[src/rtl/data_mem_arbiter.sv]
// Two-port round-robin arbiter in front of a single-port synchronous data RAM,
// with byte/halfword stores done as read-merge-write. Define DATA_MEM_ARBITER_SIGNEXT_EN to sign-extend LB/LH.
module data_mem_arbiter #(
    parameter int ADDR_W = 5
) (
    input  logic              clk,
    input  logic              rst_n,
    input  logic              p0_req,
    input  logic [5:0]        p0_op,
    input  logic [31:0]       p0_addr,
    input  logic [31:0]       p0_wdata,
    output logic              p0_ack,
    output logic              p0_err,
    output logic [31:0]       p0_rdata,
    input  logic              p1_req,
    input  logic [5:0]        p1_op,
    input  logic [31:0]       p1_addr,
    input  logic [31:0]       p1_wdata,
    output logic              p1_ack,
    output logic              p1_err,
    output logic [31:0]       p1_rdata,
    output logic              mem_en,
    output logic              mem_we,
    output logic [ADDR_W-1:0] mem_addr,
    output logic [31:0]       mem_wdata,
    input  logic [31:0]       mem_rdata,
    output logic              busy
);

    localparam logic [5:0] OP_LW = 6'b100011;
    localparam logic [5:0] OP_LB = 6'b100000;
    localparam logic [5:0] OP_LH = 6'b100001;
    localparam logic [5:0] OP_SW = 6'b101011;
    localparam logic [5:0] OP_SB = 6'b101000;
    localparam logic [5:0] OP_SH = 6'b101001;

    typedef enum logic [2:0] {IDLE, RD, MRG, WR, RSP} state_t;

    state_t              state, next_state;
    logic                gnt, last_gnt;
    logic [5:0]          op_q;
    logic [ADDR_W-1:0]   addr_q;
    logic [31:0]         wdata_q;
    logic                err_q;

    logic                any_req, sel, req_err;
    logic [5:0]          req_op;
    logic [31:0]         req_addr, req_wdata;
    logic                ext8, ext16;
    logic [31:0]         rsp_rdata;

    assign any_req = p0_req | p1_req;

    // Round-robin pick: on a tie the port not granted last time wins.
    always_comb begin
        sel = 1'b0;
        if (p0_req && p1_req)
            sel = ~last_gnt;
        else if (p1_req)
            sel = 1'b1;
        req_op    = sel ? p1_op    : p0_op;
        req_addr  = sel ? p1_addr  : p0_addr;
        req_wdata = sel ? p1_wdata : p0_wdata;
        req_err   = (req_addr[31:ADDR_W] != '0);
        case (req_op)
            OP_LW, OP_LB, OP_LH, OP_SW, OP_SB, OP_SH: ;
            default: req_err = 1'b1;
        endcase
    end

    always_ff @(posedge clk or negedge rst_n) begin
        if (!rst_n) begin
            state    <= IDLE;
            gnt      <= 1'b0;
            last_gnt <= 1'b1;
            op_q     <= '0;
            addr_q   <= '0;
            wdata_q  <= '0;
            err_q    <= 1'b0;
        end else begin
            state <= next_state;
            if (state == IDLE && any_req) begin
                gnt      <= sel;
                last_gnt <= sel;
                op_q     <= req_op;
                addr_q   <= req_addr[ADDR_W-1:0];
                wdata_q  <= req_wdata;
                err_q    <= req_err;
            end
        end
    end

    always_comb begin
        next_state = state;
        case (state)
            IDLE: begin
                if (any_req) begin
                    if (req_err)
                        next_state = RSP;
                    else if (req_op == OP_SW)
                        next_state = WR;
                    else
                        next_state = RD;
                end
            end
            RD:      next_state = (op_q == OP_SB || op_q == OP_SH) ? MRG : RSP;
            MRG:     next_state = RSP;
            WR:      next_state = RSP;
            RSP:     next_state = IDLE;
            default: next_state = IDLE;
        endcase
    end

`ifdef DATA_MEM_ARBITER_SIGNEXT_EN
    assign ext8  = mem_rdata[7];
    assign ext16 = mem_rdata[15];
`else
    assign ext8  = 1'b0;
    assign ext16 = 1'b0;
`endif

    always_comb begin
        rsp_rdata = '0;
        if (!err_q) begin
            case (op_q)
                OP_LW:   rsp_rdata = mem_rdata;
                OP_LB:   rsp_rdata = {{24{ext8}}, mem_rdata[7:0]};
                OP_LH:   rsp_rdata = {{16{ext16}}, mem_rdata[15:0]};
                default: rsp_rdata = '0;
            endcase
        end
    end

    always_comb begin
        mem_en    = 1'b0;
        mem_we    = 1'b0;
        mem_addr  = '0;
        mem_wdata = '0;
        p0_ack    = 1'b0;
        p0_err    = 1'b0;
        p0_rdata  = '0;
        p1_ack    = 1'b0;
        p1_err    = 1'b0;
        p1_rdata  = '0;
        busy      = (state != IDLE);
        case (state)
            RD: begin
                mem_en   = 1'b1;
                mem_addr = addr_q;
            end
            MRG: begin
                mem_en    = 1'b1;
                mem_we    = 1'b1;
                mem_addr  = addr_q;
                mem_wdata = (op_q == OP_SB) ? {mem_rdata[31:8], wdata_q[7:0]}
                                            : {mem_rdata[31:16], wdata_q[15:0]};
            end
            WR: begin
                mem_en    = 1'b1;
                mem_we    = 1'b1;
                mem_addr  = addr_q;
                mem_wdata = wdata_q;
            end
            RSP: begin
                if (gnt) begin
                    p1_ack   = 1'b1;
                    p1_err   = err_q;
                    p1_rdata = rsp_rdata;
                end else begin
                    p0_ack   = 1'b1;
                    p0_err   = err_q;
                    p0_rdata = rsp_rdata;
                end
            end
            default: ;
        endcase
    end

endmodule

[config.mk]
export PLATFORM = sky130hd
export DESIGN_NAME = data_mem_arbiter
export DESIGN_NICKNAME = d
export VERILOG_FILES = /design/src/rtl/data_mem_arbiter.sv
export SDC_FILE = /design/constraint.sdc
export NUM_CORES = 1
export LEC_CHECK = 0
export CAP_MARGIN = 40
export CORE_ASPECT_RATIO = 1.5
export CORE_MARGIN = 2
export CORE_UTILIZATION = 25
export CTS_BUF_LIST = sky130_fd_sc_hd__clkbuf_4 sky130_fd_sc_hd__clkbuf_8 sky130_fd_sc_hd__clkbuf_16
export DETAILED_ROUTE_END_ITERATION = 6
export PLACE_DENSITY = 0.76
export SLEW_MARGIN = 10
export SYNTH_ARGS = -nofsm -noshare
export SYNTH_HDL_FRONTEND = slang
export SYNTH_SLANG_ARGS = --single-unit
export TNS_END_PERCENT = 50
[constraint.sdc]
create_clock -name clk -period 3.41 [get_ports clk]
set_input_delay 0.5115 -clock clk [delete_from_list [all_inputs] [get_ports clk]]
set_output_delay 0.5115 -clock clk [all_outputs]
set_load 0.005 [all_outputs]
### Yosys cells after proc, flatten, opt, wreduce, memory -nomap -nowiden

Cells that the tools add are included.

* register bits: 49
* bits in latches: 0
* memory bits (writable): 0
* ROM bits: 0
* output and inout port bits: 108
* logic and storage cells: 64
* memories: 0

* $add $sub $neg: 0
* $mul: 0
* div/mod/pow operators: 0
* magnitude comparators: 0
* equality and inequality tests: 16
* shifts and indexed selects: 0
* muxes and demuxes: 30
* bitwise operators: 2
* reduce and logical (&&, ||, !) cells: 9

Operator list (count)
* $mux 32: 7
* $pmux 32 s3: 1
* $eq 6x6->1 const B: 11
* $pmux 32 s2: 1
* $reduce_bool 27->1: 1
* $mux 16: 1
* $mux 1: 13
* $mux 3: 3
* $pmux 3 s3: 1
* $eq 3x2->1 const B: 2
* $mux 6: 1
* $reduce_or 6->1: 1
* $mux 5: 1
* $eq 3x1->1 const B: 1
* $eq 3x3->1 const B: 1
* $logic_not 3->1: 1
* $reduce_bool 3->1: 1
* $reduce_or 3->1: 1
* $logic_and 1x1->1: 2
* $mux 2: 1
* $ne 2x2->1 const B: 1
* $reduce_or 2->1: 1
* $logic_or 1x1->1: 1
* $not 1->1: 1
* $or 1x1->1: 1

### Longest topological paths before layout

Gate-level depths: netlist of the first run.

* word-level depth: 9
* gate-level depth with buffers: 6
* depth with buffers taken out: 5

### Worst setup path after synthesis of the first run

OpenSTA, ideal clock, no wires.

* path kind: register -> output
* start: register op_q[2]
* end: output port mem_wdata[10]
* data arrival time: 1302 ps
* required time: 2898 ps
* slack: 1597 ps
* cell stages (with the launch flop): 6
* path buffers: 0
* path through: dfrtp_1 nor3b_2 nand3b_1 nor3_1 nor2_1 a22o_1

* cells in the longest elaborated chain, start to end: 3

RTL lines
* from (decl): line 41 `logic [5:0] op_q;`
* from (signal assigned): line 85 `op_q <= req_op;`
* $eq 6x6->1: line 155 `mem_wdata = (op_q == OP_SB) ? {mem_rdata[31:8], wdata_q[7:0]}`
* $mux 16: line 155
* $pmux 32 s2: line 146 `case (state)`
* to (decl): line 25 `output logic [31:0] mem_wdata,`

Every way passes these cells.

### Worst setup path in the final report of the first run

* start: register state[2]
* end: output port mem_wdata[10]

* cells in the longest elaborated chain, start to end: 2
* elaborated cells on any way between the ends: 3
* those cells by class: 2 x eq/ne; 1 x mux

RTL lines
* from (decl): line 39 `state_t state, next_state;`
* from (signal assigned): line 81 `state <= next_state;`
* $eq 3x2->1: line 146
* $pmux 32 s2 *: line 146

Every way passes the cells marked *; elsewhere a longest branch is shown, timed or not.

==> flow_summary_export.csv, run 1 <==
group,metric,value,unit
status,status,"finished, final reports clean",
timing,hold-worst-slack,0.218,ns
finish,antenna-diode-count,0,
finish,layout_commonest_cell,"clkdlybuf4s50_1",
power_and_ir_drop,switching_share,0.296,
timing,drv_slew,0,
synthesis,ys_ff_latch,49,
critical_path,critPathMaxStageDelay,0.61,ns
finish,postLayoutCoreUtil,0.486,
route,wire_per_inst,16.4,um
clock_tree,worstSkewPairLatency,0.29,ns
synthesis,synth_top_cell_by_area,"dfrtp_1",
route,drt_iter0_drc,130,
timing,max_freq,330,MHz
route,wirelength,13600,um
critical_path,rrSetupSlack,1.13,ns
power_and_ir_drop,seqPwrFrac,0.419,
clock_tree,hold_buffers,0,
synthesis,yosysWarnings,0,
finish,drive_above_1_share,0.0435,
timing,rsz0062_at_grt,"false",
global_routing,grt.overflow.total,0,
synthesis,synth_edf_count,0,
min_path,hold_class,"in2async",
route,vias,4049,
synthesis,syn_avg_cell_area,8.72,um^2
die,core,13400,um^2
route,post-route-drc-count,0,
die,rows,52,
global_routing,grt_max_degree,34,
route,ant_nets,0,
critical_path,cp_slowest_cell,"nor2_1",
timing,setup_ws,0.384,ns
synthesis,yosys-top-cells-area,"dfrtp_1 35%, mux2i_1 17%, and2_1 8.8%, nor2_1 7.5%, a21oi_1 6.8%",
timing,fin_skew,0.00733,ns
route,drtPass1Iterations,5,
finish,mostFrequentLayoutCells,"282 x clkdlybuf4s50_1, 68 x nor2_1, 59 x mux2i_1",
placed_design,gp_congestion,0.804,
critical_path,start_kind,"flip-flop",
power_and_ir_drop,p_leak,2.60,nW
clock_tree,cts_root_buffer,"clkbuf_16",
timing,tightest_slew,0.651,ns
clock_tree,cts_tree,"yes",
power_and_ir_drop,p_switching,0.000543,W
timing,period_share,0.887,
power_and_ir_drop,pwr-share-clk,0.275,
critical_path,path_cells,"inv_1 -> nand2_2 -> nor2_1 -> a22o_1 -> clkdlybuf4s50_1",
clock_tree,h-tree-depth,2,
placed_design,dpl.hpwl,11200,um
power_and_ir_drop,combPwrFrac,0.307,
power_and_ir_drop,vdd_drop_max,0.000201,V
global_routing,grtUsageTotal,0.179,
clock_tree,postCtsSetupRepairBufs,0,
timing,finalHoldViolations,0,
clock_tree,cts_made_buffers,5,
die,die_height,147,um
synthesis,ys_seq_area_frac,0.360,
power_and_ir_drop,internal-power,0.00129,W
clock_tree,clk_pin_slew,0.07,ns
clock_tree,cts_buffer_depth,2,
synthesis,synthCells,391,
die,die_w,99.4,um
critical_path,crit_fanout,19,
power_and_ir_drop,power_density,282,nW/um^2
critical_path,cp-end-kind,"primary output",
timing,final-setup-viol-count,0,
die,io_pins,284,
synthesis,syn_area,3410,um^2
die,start_util,0.254,
timing,fin_setup_tns,0,ns
placed_design,numPortBuffers,283,
global_routing,grt_pass1_vias,4195,
timing,period_minus_slack,3.03,ns
critical_path,crit_required,2.90,ns
finish,n_fill_cell,1281,
global_routing,grt_pass1_wl,20900,um
placed_design,pre_cts_ws,0.659,ns
synthesis,synth_cell_types,37,
synthesis,synth_top_area_share,0.352,
synthesis,synth_flop_cell,"dfrtp_1",
synthesis,synth.net_count,567,
finish,layout.nets,842,
job,maxCapViolCount,0,
timing,maxSlewHeadroom,0.565,
route,via_per_inst,4.88,
clock_tree,cts_resized,0,
critical_path,critical_path_class,"reg2out",
clock_tree,cts_sinks,49,
critical_path,arrival,2.51,ns
synthesis,ys_async_sr_fraction,1.00,
global_routing,antenna_found_initial,0,
finish,syn_to_final_growth,90.9,%
die,dieArea,14600,um^2
cell families (layout without fill, tap and decap cells):
logic type             count (synthesis)  in the layout  share of synthesized area
AO/OA/AOI/OAI                         63             63                      0.106
buffers and inverters                 30            306                     0.0528
flip-flops                            49             49                      0.360
multiplexers                          59             59                      0.173
AND/OR/NAND/NOR                      190            190                      0.308
state kept, by name, indices dropped and copies added (netlist names):
register	flops
wdata_q	32
op_q	6
addr_q	5
state	3
err_q	1
gnt	1
last_gnt	1
layer usage:
metal,up-vias,share of wire,GRT usage
li1,1929,-,-
met1,1905,0.35,0.192
met2,190,0.55,0.346
met3,25,0.067,0.0262
met4,0,0.027,0.0671
met5,-,0,0
stage by stage:
step,std cells,power (W),instance area [um^2]
after floorplan,391,0.00103,3410
after global placement,821,0.00132,6360
after detailed placement,821,0.00135,6360
after CTS,829,0.00187,6510
after global routing,829,0.00194,6510
final,829,0.00184,6510
final timing paths:
path                                 endpoint  startpoint  cells past startpoint
max in group asynchronous            last_gnt       rst_n                      2
worst max-delay path            mem_wdata[10]    state[2]                      5
worst min register to register       state[2]    state[0]                      1
worst max register to register    wdata_q[21]    state[0]                      7
worst min-delay path                addr_q[1]       rst_n                      1
min in group clk                     state[2]    state[0]                      1
critical path, delay by kind of cell (launching register included):
kind,cells,cell delay (ns)
AND/OR/NAND/NOR,2,0.87
buffers and inverters,2,0.62
flip-flops,1,0.46
AO/OA/AOI/OAI,1,0.27
power by group through the flow:
stage          Clock (W)  Sequential, W  Combinational [W]
6_report        0.000505       0.000769           0.000563
4_1_cts         0.000526       0.000769           0.000571
3_5_place_dp           0       0.000781           0.000569
2_1_floorplan          0       0.000758           0.000276
3_3_place_gp           0       0.000775           0.000550
5_1_grt         0.000541       0.000783           0.000619
synth_stat cells, types with 2 or more instances:
cell / count
nor2_1: 68
mux2i_1: 59
and2_1: 48
dfrtp_1: 48
a21oi_1: 46
and3_1: 33
nor4_1: 12
a22o_1: 8
buf_4: 7
buf_2: 5
buf_6: 4
clkbuf_1: 4
clkbuf_2: 4
inv_1: 4
nand3_1: 4
nand4_1: 4
nand2_1: 3
nor3_1: 3
a31oi_1: 2
inv_2: 2
nand2b_1: 2
nand3b_1: 2
nor2_2: 2
nor3b_1: 2
o21ai_0: 2
o22ai_1: 2
cell type report:
type	instances	area, um^2	share of cell area
inverter	6	22.5	0.00346
sequential	49	1230	0.189
clock inverter	3	25.0	0.00385
multi-input combinational	312	2010	0.309
tap	162	203	0.0311
timing repair buffer	292	2900	0.445
clock buffer	5	125	0.0192
(Power assumes the default switching activity.)
==> run 2, diff against run 1 <==
--- a/config.mk
+++ b/config.mk
@@ -6,13 +6,12 @@
 export NUM_CORES = 1
 export LEC_CHECK = 0
 export CAP_MARGIN = 40
-export CORE_ASPECT_RATIO = 1.5
 export CORE_MARGIN = 2
-export CORE_UTILIZATION = 25
+export CORE_UTILIZATION = 30
 export CTS_BUF_LIST = sky130_fd_sc_hd__clkbuf_4 sky130_fd_sc_hd__clkbuf_8 sky130_fd_sc_hd__clkbuf_16
 export DETAILED_ROUTE_END_ITERATION = 6
-export PLACE_DENSITY = 0.76
-export SLEW_MARGIN = 10
+export PLACE_DENSITY = 0.87
+export SLEW_MARGIN = 20
 export SYNTH_ARGS = -nofsm -noshare
 export SYNTH_HDL_FRONTEND = slang
 export SYNTH_SLANG_ARGS = --single-unit
==> flow_summary_export.csv, run 2 (synthesis results as in run 1) <==
group,metric,value,unit
status,status,"finished, final reports clean",
global_routing,grt_pass1_vias,4227,
finish,instances_no_fill,809,
critical_path,critical_path_class,"reg2out",
critical_path,critPathMaxStageDelay,0.60,ns
global_routing,antenna_found_initial,0,
global_routing,grt.overflow.total,0,
finish,top_register,"wdata_q",
placed_design,place_area,6400,um^2
die,rows,38,
timing,period_share,0.890,
clock_tree,cts_tree,"yes",
timing,max_freq,329,MHz
die,die_height,111,um
finish,largest_reg_flops,32,
finish,top_regs,"wdata_q: 32 flops, op_q: 6 flops, addr_q: 5 flops",
timing,drv_slew,0,
route,via_per_inst,4.98,
route,vias,4030,
clock_tree,postCtsSetupRepairBufs,0,
global_routing,grt_pass1_wl,21400,um
die,io_pins,284,
route,wire_per_inst,17.0,um
finish,antenna-diode-count,0,
min_path,hold_class,"in2async",
clock_tree,clk_pin_slew,0.07,ns
job,maxCapViolCount,0,
route,wirelength,13700,um
route,ant_nets,0,
placed_design,gp_congestion,0.848,
clock_tree,hold_buffers,0,
timing,maxSlewHeadroom,0.584,
clock_tree,cts_root_buffer,"clkbuf_16",
placed_design,numPortBuffers,283,
power_and_ir_drop,total_power,0.00185,W
critical_path,cp_slowest_cell,"nor2_1",
power_and_ir_drop,power_density,283,nW/um^2
clock_tree,cts_made_buffers,5,
die,start_util,0.310,
clock_tree,cts_resized,0,
finish,mostFrequentLayoutCells,"282 x clkdlybuf4s50_1, 68 x nor2_1, 59 x mux2i_1",
timing,fin_setup_tns,0,ns
power_and_ir_drop,vdd_drop_max,0.000239,V
power_and_ir_drop,p_leak,2.63,nW
route,post-route-drc-count,0,
finish,layout.nets,844,
clock_tree,worstSkewPairLatency,0.29,ns
timing,period_minus_slack,3.04,ns
critical_path,arrival,2.52,ns
die,core,11000,um^2
global_routing,grtUsageTotal,0.216,
placed_design,dpl.hpwl,11400,um
clock_tree,cts_sinks,49,
critical_path,crit_fanout,19,
critical_path,path_buf_inv,2,
finish,layout_commonest_cell,"clkdlybuf4s50_1",
die,die_w,111,um
route,drtPass1Iterations,4,
critical_path,cp-end-kind,"primary output",
finish,final_area,6550,um^2
timing,finalHoldViolations,0,
timing,final-setup-viol-count,0,
placed_design,dp.cells,801,
clock_tree,h-tree-depth,2,
global_routing,grt_max_degree,43,
critical_path,crit_family,"simple AND/OR/NAND/NOR gates",
finish,postLayoutCoreUtil,0.596,
timing,tightest_slew,0.622,ns
finish,syn_to_final_growth,92.0,%
critical_path,start_kind,"flip-flop",
die,dieArea,12200,um^2
critical_path,crit_required,2.90,ns
timing,rsz0062_at_grt,"false",
finish,drive_above_1_share,0.0463,
timing,fin_skew,0.00380,ns
clock_tree,cts_buffer_depth,2,
critical_path,path_cells,"inv_1 -> nand2_2 -> nor2_1 -> a22o_1 -> clkdlybuf4s50_1",
route,drt_iter0_drc,184,
run 2: changes by cell type in the layout (fill, tap and decap cells not counted), sizes merged:
| cell | change |
|---|---|
| inv | +1 |
| buf | +2 |
| clkinv | -1 |
run 2: power breakdown:
| part | internal, W | switching [W] | leakage (nW) |
|---|---|---|---|
| clock | 0.000277 | 0.000226 | 0.0708 |
| combinational | 0.000331 | 0.000247 | 2.01 |
| sequential | 0.000697 | 0.0000749 | 0.547 |
run 2: worst paths after layout:
path                       startpoint            end  slack (ns)  cells past startpoint
min                             rst_n    wdata_q[14]        0.05                      1
max reg2reg                  state[0]     wdata_q[6]        1.50                      7
min reg2reg                wdata_q[3]     wdata_q[3]        0.53                      2
min in group clk           wdata_q[3]     wdata_q[3]        0.53                      2
max in group asynchronous       rst_n       last_gnt        2.93                      2
max                          state[2]  mem_wdata[11]        0.37                      5
run 2: per-stage QoR:
stage          setup slack, ns  hold slack (ns)
2_1_floorplan             1.60            0.216
3_3_place_gp             0.767            0.495
3_5_place_dp             0.675            0.353
4_1_cts                  0.350           0.0427
5_1_grt                  0.175           0.0446
6_report                 0.375           0.0521
run 2: area by class of cell:
| type | count | area, um^2 |
|---|---|---|
| fill | 946 | 4440 |
| timing repair buffer | 294 | 2960 |
| multi-input combinational | 312 | 2010 |
| sequential | 49 | 1230 |
| tap | 140 | 175 |
| clock buffer | 5 | 125 |
| clock inverter | 3 | 25.0 |
| inverter | 6 | 22.5 |
run 2: layer usage:
layer,part of all wire,wire length (um),global-route usage,up-vias
met3,0.068,929,0.0488,16
met2,0.54,7390,0.411,195
li1,-,-,-,1937
met1,0.38,5190,0.239,1882
met5,0,0,0,-
met4,0.015,212,0.0567,0
